[src/rtl/i2c_rd_byte_uart_reporter.sv]
// Purpose : captures each completed I2C read byte (a long sda_dir-low data phase followed by
//           sda_dir returning high) and reports it on a UART TX line as "HH\r\n" (8N1).
// Latency : tx falls 2 clk_200khz edges after the capture edge when idle. A frame lasts 40*BAUD_DIV cycles.
// Backpressure: none upstream. A one-deep pending slot is overwritten by newer captures, and each overwrite
//           counts in dropped_cnt (saturating).
// Ports   : clk_200khz/rst (async, active-high); data_in/sda_dir from the I2C read master;
//           tx (UART, idle high), busy, sample, new_sample (1-cycle pulse), dropped_cnt.
// Option  : `define REPORT_ON_CHANGE_EN drops pending samples that equal the last transmitted byte.
module i2c_rd_byte_uart_reporter #(
    parameter int BAUD_DIV = 21,
    parameter int MIN_LOW  = 100
) (
    input  logic       clk_200khz,
    input  logic       rst,
    input  logic [7:0] data_in,
    input  logic       sda_dir,
    output logic       tx,
    output logic       busy,
    output logic [7:0] sample,
    output logic       new_sample,
    output logic [7:0] dropped_cnt
);

    localparam int BW = $clog2(BAUD_DIV + 1);

    typedef enum logic [1:0] {S_IDLE, S_START, S_DATA, S_STOP} state_t;

    state_t        r_state;
    logic [BW-1:0] r_baud;
    logic [2:0]    r_bit_idx;
    logic [1:0]    r_char_idx;
    logic [7:0]    r_frame_data;
    logic          r_tx;
    logic          r_busy;

    logic          r_sda_dir_q;
    logic [8:0]    r_low_cnt;
    logic [7:0]    r_sample;
    logic          r_new_sample;
    logic [7:0]    r_dropped_cnt;
    logic [7:0]    r_pend_data;
    logic          r_pend_valid;

    logic          w_cap;
    logic          w_consume;
    logic          w_send;
    logic          w_baud_end;
    logic [7:0]    w_char;

    function automatic logic [7:0] hex_ascii(input logic [3:0] n);
        return (n < 4'd10) ? (8'h30 + {4'h0, n}) : (8'h37 + {4'h0, n});
    endfunction

    // Rising sda_dir after a long slave-driven interval marks the end of a read data phase;
    // short ACK intervals never reach MIN_LOW.
    assign w_cap      = sda_dir && !r_sda_dir_q && (r_low_cnt >= 9'(MIN_LOW));
    // In IDLE the pending slot is always emptied, either into a frame or discarded.
    assign w_consume  = (r_state == S_IDLE) && r_pend_valid;
    assign w_baud_end = (r_baud == BW'(BAUD_DIV - 1));

`ifdef REPORT_ON_CHANGE_EN
    logic [7:0] r_last_tx;
    assign w_send = r_pend_valid && (r_pend_data != r_last_tx);
`else
    assign w_send = r_pend_valid;
`endif

    always_comb begin
        w_char = 8'h0A;
        case (r_char_idx)
            2'd0:    w_char = hex_ascii(r_frame_data[7:4]);
            2'd1:    w_char = hex_ascii(r_frame_data[3:0]);
            2'd2:    w_char = 8'h0D;
            default: w_char = 8'h0A;
        endcase
    end

    // Detection and the one-deep pending slot
    always_ff @(posedge clk_200khz or posedge rst) begin
        if (rst) begin
            r_sda_dir_q   <= 1'b1;
            r_low_cnt     <= 9'd0;
            r_sample      <= 8'h00;
            r_new_sample  <= 1'b0;
            r_dropped_cnt <= 8'h00;
            r_pend_data   <= 8'h00;
            r_pend_valid  <= 1'b0;
        end else begin
            r_sda_dir_q  <= sda_dir;
            r_new_sample <= w_cap;
            if (!sda_dir) begin
                if (r_low_cnt != 9'd511) r_low_cnt <= r_low_cnt + 9'd1;
            end else begin
                r_low_cnt <= 9'd0;
            end
            if (w_cap) begin
                r_sample     <= data_in;
                r_pend_data  <= data_in;
                r_pend_valid <= 1'b1;
                // Overwriting an unconsumed sample is a drop; replacing one the FSM takes this edge is not.
                if (r_pend_valid && !w_consume && (r_dropped_cnt != 8'hFF))
                    r_dropped_cnt <= r_dropped_cnt + 8'd1;
            end else if (w_consume) begin
                r_pend_valid <= 1'b0;
            end
        end
    end

    // UART frame FSM. tx/busy are registered from the current state, so they lag the state by one edge.
    always_ff @(posedge clk_200khz or posedge rst) begin
        if (rst) begin
            r_state      <= S_IDLE;
            r_baud       <= '0;
            r_bit_idx    <= 3'd0;
            r_char_idx   <= 2'd0;
            r_frame_data <= 8'h00;
            r_tx         <= 1'b1;
            r_busy       <= 1'b0;
`ifdef REPORT_ON_CHANGE_EN
            r_last_tx    <= 8'h00;
`endif
        end else begin
            case (r_state)
                S_IDLE: begin
                    r_tx   <= 1'b1;
                    r_busy <= 1'b0;
                    if (w_send) begin
                        r_frame_data <= r_pend_data;
                        r_char_idx   <= 2'd0;
                        r_baud       <= '0;
                        r_state      <= S_START;
`ifdef REPORT_ON_CHANGE_EN
                        r_last_tx    <= r_pend_data;
`endif
                    end
                end
                S_START: begin
                    r_tx   <= 1'b0;
                    r_busy <= 1'b1;
                    if (w_baud_end) begin
                        r_baud    <= '0;
                        r_bit_idx <= 3'd0;
                        r_state   <= S_DATA;
                    end else begin
                        r_baud <= r_baud + 1'b1;
                    end
                end
                S_DATA: begin
                    r_tx   <= w_char[r_bit_idx];
                    r_busy <= 1'b1;
                    if (w_baud_end) begin
                        r_baud <= '0;
                        if (r_bit_idx == 3'd7) r_state <= S_STOP;
                        else                   r_bit_idx <= r_bit_idx + 3'd1;
                    end else begin
                        r_baud <= r_baud + 1'b1;
                    end
                end
                default: begin
                    r_tx   <= 1'b1;
                    r_busy <= 1'b1;
                    if (w_baud_end) begin
                        r_baud <= '0;
                        if (r_char_idx == 2'd3) begin
                            r_state <= S_IDLE;
                        end else begin
                            r_char_idx <= r_char_idx + 2'd1;
                            r_state    <= S_START;
                        end
                    end else begin
                        r_baud <= r_baud + 1'b1;
                    end
                end
            endcase
        end
    end

    assign tx          = r_tx;
    assign busy        = r_busy;
    assign sample      = r_sample;
    assign new_sample  = r_new_sample;
    assign dropped_cnt = r_dropped_cnt;

endmodule

[config.mk]
export PLATFORM = sky130hd
export DESIGN_NAME = i2c_rd_byte_uart_reporter
export DESIGN_NICKNAME = d
export VERILOG_FILES = /design/src/rtl/i2c_rd_byte_uart_reporter.sv
export SDC_FILE = /design/constraint.sdc
export NUM_CORES = 1
export LEC_CHECK = 0
export ABC_AREA = 1
export CAP_MARGIN = 20
export CORE_ASPECT_RATIO = 1.1
export CORE_MARGIN = 4
export CORE_UTILIZATION = 35
export CTS_CLUSTER_SIZE = 30
export DETAILED_ROUTE_END_ITERATION = 12
export SLEW_MARGIN = 10
export SYNTH_ARGS = -nofsm -noshare
export SYNTH_HDL_FRONTEND = slang
export SYNTH_SLANG_ARGS = --single-unit
export TNS_END_PERCENT = 10
[constraint.sdc]
create_clock -name clk_200khz -period 2.95 [get_ports clk_200khz]
set_clock_uncertainty 0.1 [all_clocks]
set_input_delay 0.4425 -clock clk_200khz [delete_from_list [all_inputs] [get_ports clk_200khz]]
set_output_delay 0.4425 -clock clk_200khz [all_outputs]
set_load 0.02 [all_outputs]
==> impl_metrics.env <==
export IMPL_dpl_hpwl_um=4237
export IMPL_cts_resized=0
export IMPL_worstSetupPathType="reg -> reg"
export IMPL_hold_path_class="reg -> reg"
export IMPL_gp_congestion=0.8143
export IMPL_critPathTopFamily="simple AND/OR/NAND/NOR gates"
export IMPL_die_w_um=93.44
export IMPL_power_leakage_nw=1.712
export IMPL_dp_cells=472
export IMPL_switchingPower_uw=295.3
export IMPL_finalSetupTns_ns=0
export IMPL_start_util_pct=35.71
export IMPL_p_per_area_nw_per_um2=366.0
export IMPL_clock_latency_ns=0.31
export IMPL_syn_to_final_growth_pct=18.92
export IMPL_cts_buffers=5
export IMPL_core_area_um2=7870
export IMPL_crit_fanout=5
export IMPL_end_kind="flip-flop"
export IMPL_crit_path_cell_trace="ha_1 > nand2_1 > inv_1 > nand3_1 > nor3_1 > ha_1 > inv_1 > nor2_1 > nor2_1 > nand2_1 > o21ai_0 > nand2_1 > nor2_1"
export IMPL_internal_power_uw=927.8
export IMPL_seqPwrFrac_pct=58.2
export IMPL_async_reset_ff_share_pct=100.0
export IMPL_post_synth_top_count_cell="nand2_1"
export IMPL_vias=2244
export IMPL_cpPeakStageDelay_ns=0.38
export IMPL_top_layer="met4"
export IMPL_rsz0062_at_grt="false"
export IMPL_synthCells=336
export IMPL_yosys_top_cells_count="nand2_1, dfrtp_1, inv_1"
export IMPL_start_kind="flip-flop"
export IMPL_cp_required_ns=3.05
export IMPL_grt_usage_pct=12.90
export IMPL_viasPerCell=4.675
export IMPL_drc=0
export IMPL_synth_top_area_cell="dfrtp_1"
export IMPL_path_buf_inv=2
export IMPL_placed_area_um2=3247
export IMPL_fillCellCount=799
export IMPL_postCtsSetupRepairBufs=0
export IMPL_grt_pass1_wl_um=9984
export IMPL_clock_power_share_pct=34.7
export IMPL_tightest_slew_ns=0.6352
export IMPL_clock_fmax_ghz=0.4522
export IMPL_finalSetupViolations=0
export IMPL_firstDrtPassIters=4
export IMPL_nNetsFinal=401
export IMPL_drive_gt1_share_pct=9.409
export IMPL_synth_edf_count=0
export IMPL_period_share_pct=74.96
export IMPL_antenna_found_initial=0
export IMPL_hold_viol=0
export IMPL_synth_top_cell_area_share_pct=42.74
export IMPL_syn_cell_area_um2=2810
export IMPL_sw_frac_of_total_pct=24.14
export IMPL_cts_root_buf="clkbuf_8"
export IMPL_outcome="complete, no violations"
export IMPL_pwr_share_comb_pct=7.1
export IMPL_yosys_top_cells_area="dfrtp_1, nand2_1, ha_1, inv_1, nand3_1"
export IMPL_synth_fp_nets=366
export IMPL_wl_met3_um=202
export IMPL_cts_tree="yes"
export IMPL_cp_data_arrival_time_ns=2.31
export IMPL_yosysWarnings=0
export IMPL_slew_headroom_pct=57.59
export IMPL_wl_met1_um=2606
export IMPL_yosysSeqAreaShare_pct=44.61
export IMPL_syn_avg_cell_area_um2=8.364
export IMPL_io_pins=30
export IMPL_die_h_um=102.0
export IMPL_grt_pass1_vias=2244
export IMPL_peakVddDrop_mv=0.1510
export IMPL_period_needed_ns=2.211
export IMPL_clkTransAtPathRegs_ns=0.09
export IMPL_wl_per_cell_um=11.58
export IMPL_grt_overflow=0
export IMPL_instances_no_fill=480
export IMPL_maxCapViolations=0
export IMPL_diodes=0
export IMPL_clock_path_buffers=2
export IMPL_io_buffers=29
export IMPL_drt_iter0_markers=104
export IMPL_htreeDepth=2
export IMPL_drt_wl_total_um=5558
export IMPL_drv_slew=0
export IMPL_core_rowCount=34
export IMPL_synth_cell_types=33
export IMPL_synth_ff_type="dfrtp_1"
export IMPL_multiInputGateArea_um2=1348
export IMPL_ys_seq_elements=50
export IMPL_ant_nets=0
export IMPL_dieArea_um2=9529
export IMPL_ff_latch_area_um2=1254
export IMPL_cts_sinks=50
export IMPL_design_area_um2=3342
export IMPL_met2WireLength_um=2651
export IMPL_grt_max_degree=29
export IMPL_cp_slowest_cell="dfrtp_1"
export IMPL_cts_hold_buf=0
==> state kept, by name, summed over array words and instances, names as in the netlist <==
name          flops
busy              1
dropped_cnt       8
new_sample        1
r_baud            5
r_bit_idx         3
r_char_idx        2
r_frame_data      8
r_low_cnt         9
r_pend_data       8
r_pend_valid      1
r_sda_dir_q       1
r_state           2
tx                1
==> power by group through the flow <==
stage,clock [mW],combinational [mW],sequential (mW)
after CTS,0.439,0.0896,0.712
after floorplan,0,0.0311,0.734
after detailed placement,0,0.0892,0.725
after global routing,0.468,0.0966,0.714
after global placement,0,0.0880,0.724
final,0.425,0.0869,0.711
==> cell type report <==
class,count,share of cell area [%]
timing repair buffer,30,9.285
inverter,52,5.990
multi-input combinational,232,40.32
tap,108,4.043
clock inverter,2,0.3744
sequential,50,37.51
clock buffer,6,2.471
==> stage by stage <==
stage | worst slack, ns | hold slack (ns) | total power, mW | util, %
2_1_floorplan | 1.051 | 0.3470 | 0.7647 | -
3_3_place_gp | 0.9060 | 0.3913 | 0.8123 | 41.26
3_5_place_dp | 0.7918 | 0.3972 | 0.8143 | 41.26
4_1_cts | 0.7618 | 0.4193 | 1.240 | 42.46
5_1_grt | 0.4868 | 0.4585 | 1.279 | 42.46
6_report | 0.7388 | 0.4131 | 1.223 | 42.46
==> worst paths after layout <==
kind                                      start              end  slack, ns  depth (start not counted)
worst max-delay path               r_low_cnt[1]     r_low_cnt[7]       0.74                         13
worst min-delay path            r_frame_data[0]  r_frame_data[0]       0.41                          2
worst max register to register     r_low_cnt[1]     r_low_cnt[7]       0.74                         13
worst min register to register  r_frame_data[0]  r_frame_data[0]       0.41                          2
max in group asynchronous                   rst      r_sda_dir_q       1.70                          3
min in group asynchronous                   rst   dropped_cnt[0]       0.43                          2
==> logic make-up after synthesis <==
logic type / synth area share [%]
DFF: 44.61
adders and majority gates: 8.460
and+or+nand+nor: 26.09
buffers and inverters: 7.435
xor gates and xnor gates: 3.384
muxes: 0.8014
AOI/OAI and AO/OA: 9.216
==> worst min-delay path, stage by stage (launching register included) <==
cell,delay [ns]
dfrtp_1,0.37
nand2_1,0.06
o21ai_0,0.06
==> layout by cell type, fill, tap and decap left out, drive strengths merged <==
| cell | synthesis | routed |
|---|---|---|
| inv | 51 | 51 |
| dfrtp | 48 | 48 |
| nor3b | 1 | 1 |
| o21ai | 27 | 27 |
| dfstp | 2 | 2 |
| a211oi | 3 | 3 |
| nor2 | 24 | 24 |
| o311ai | 1 | 1 |
| xor2 | 7 | 7 |
| nor3 | 6 | 6 |
| clkinvlp | 0 | 1 |
| clkinv | 1 | 2 |
| nand2 | 90 | 90 |
| nand3 | 29 | 29 |
| xnor2 | 3 | 3 |
| buf | 1 | 1 |
| nand4 | 4 | 4 |
| clkdlybuf4s50 | 0 | 29 |
| clkbuf | 1 | 6 |
| a21oi | 13 | 13 |
| mux2 | 2 | 2 |
| ha | 19 | 19 |
| o22ai | 3 | 3 |
==> metal layers <==
metal,vias to the layer above,GRT usage (%)
met4,0,4.171
li1,1148,-
met3,10,3.093
met5,-,0
met1,1058,16.55
met2,28,21.51
No activity file was read; power rests on OpenSTA's default activity.
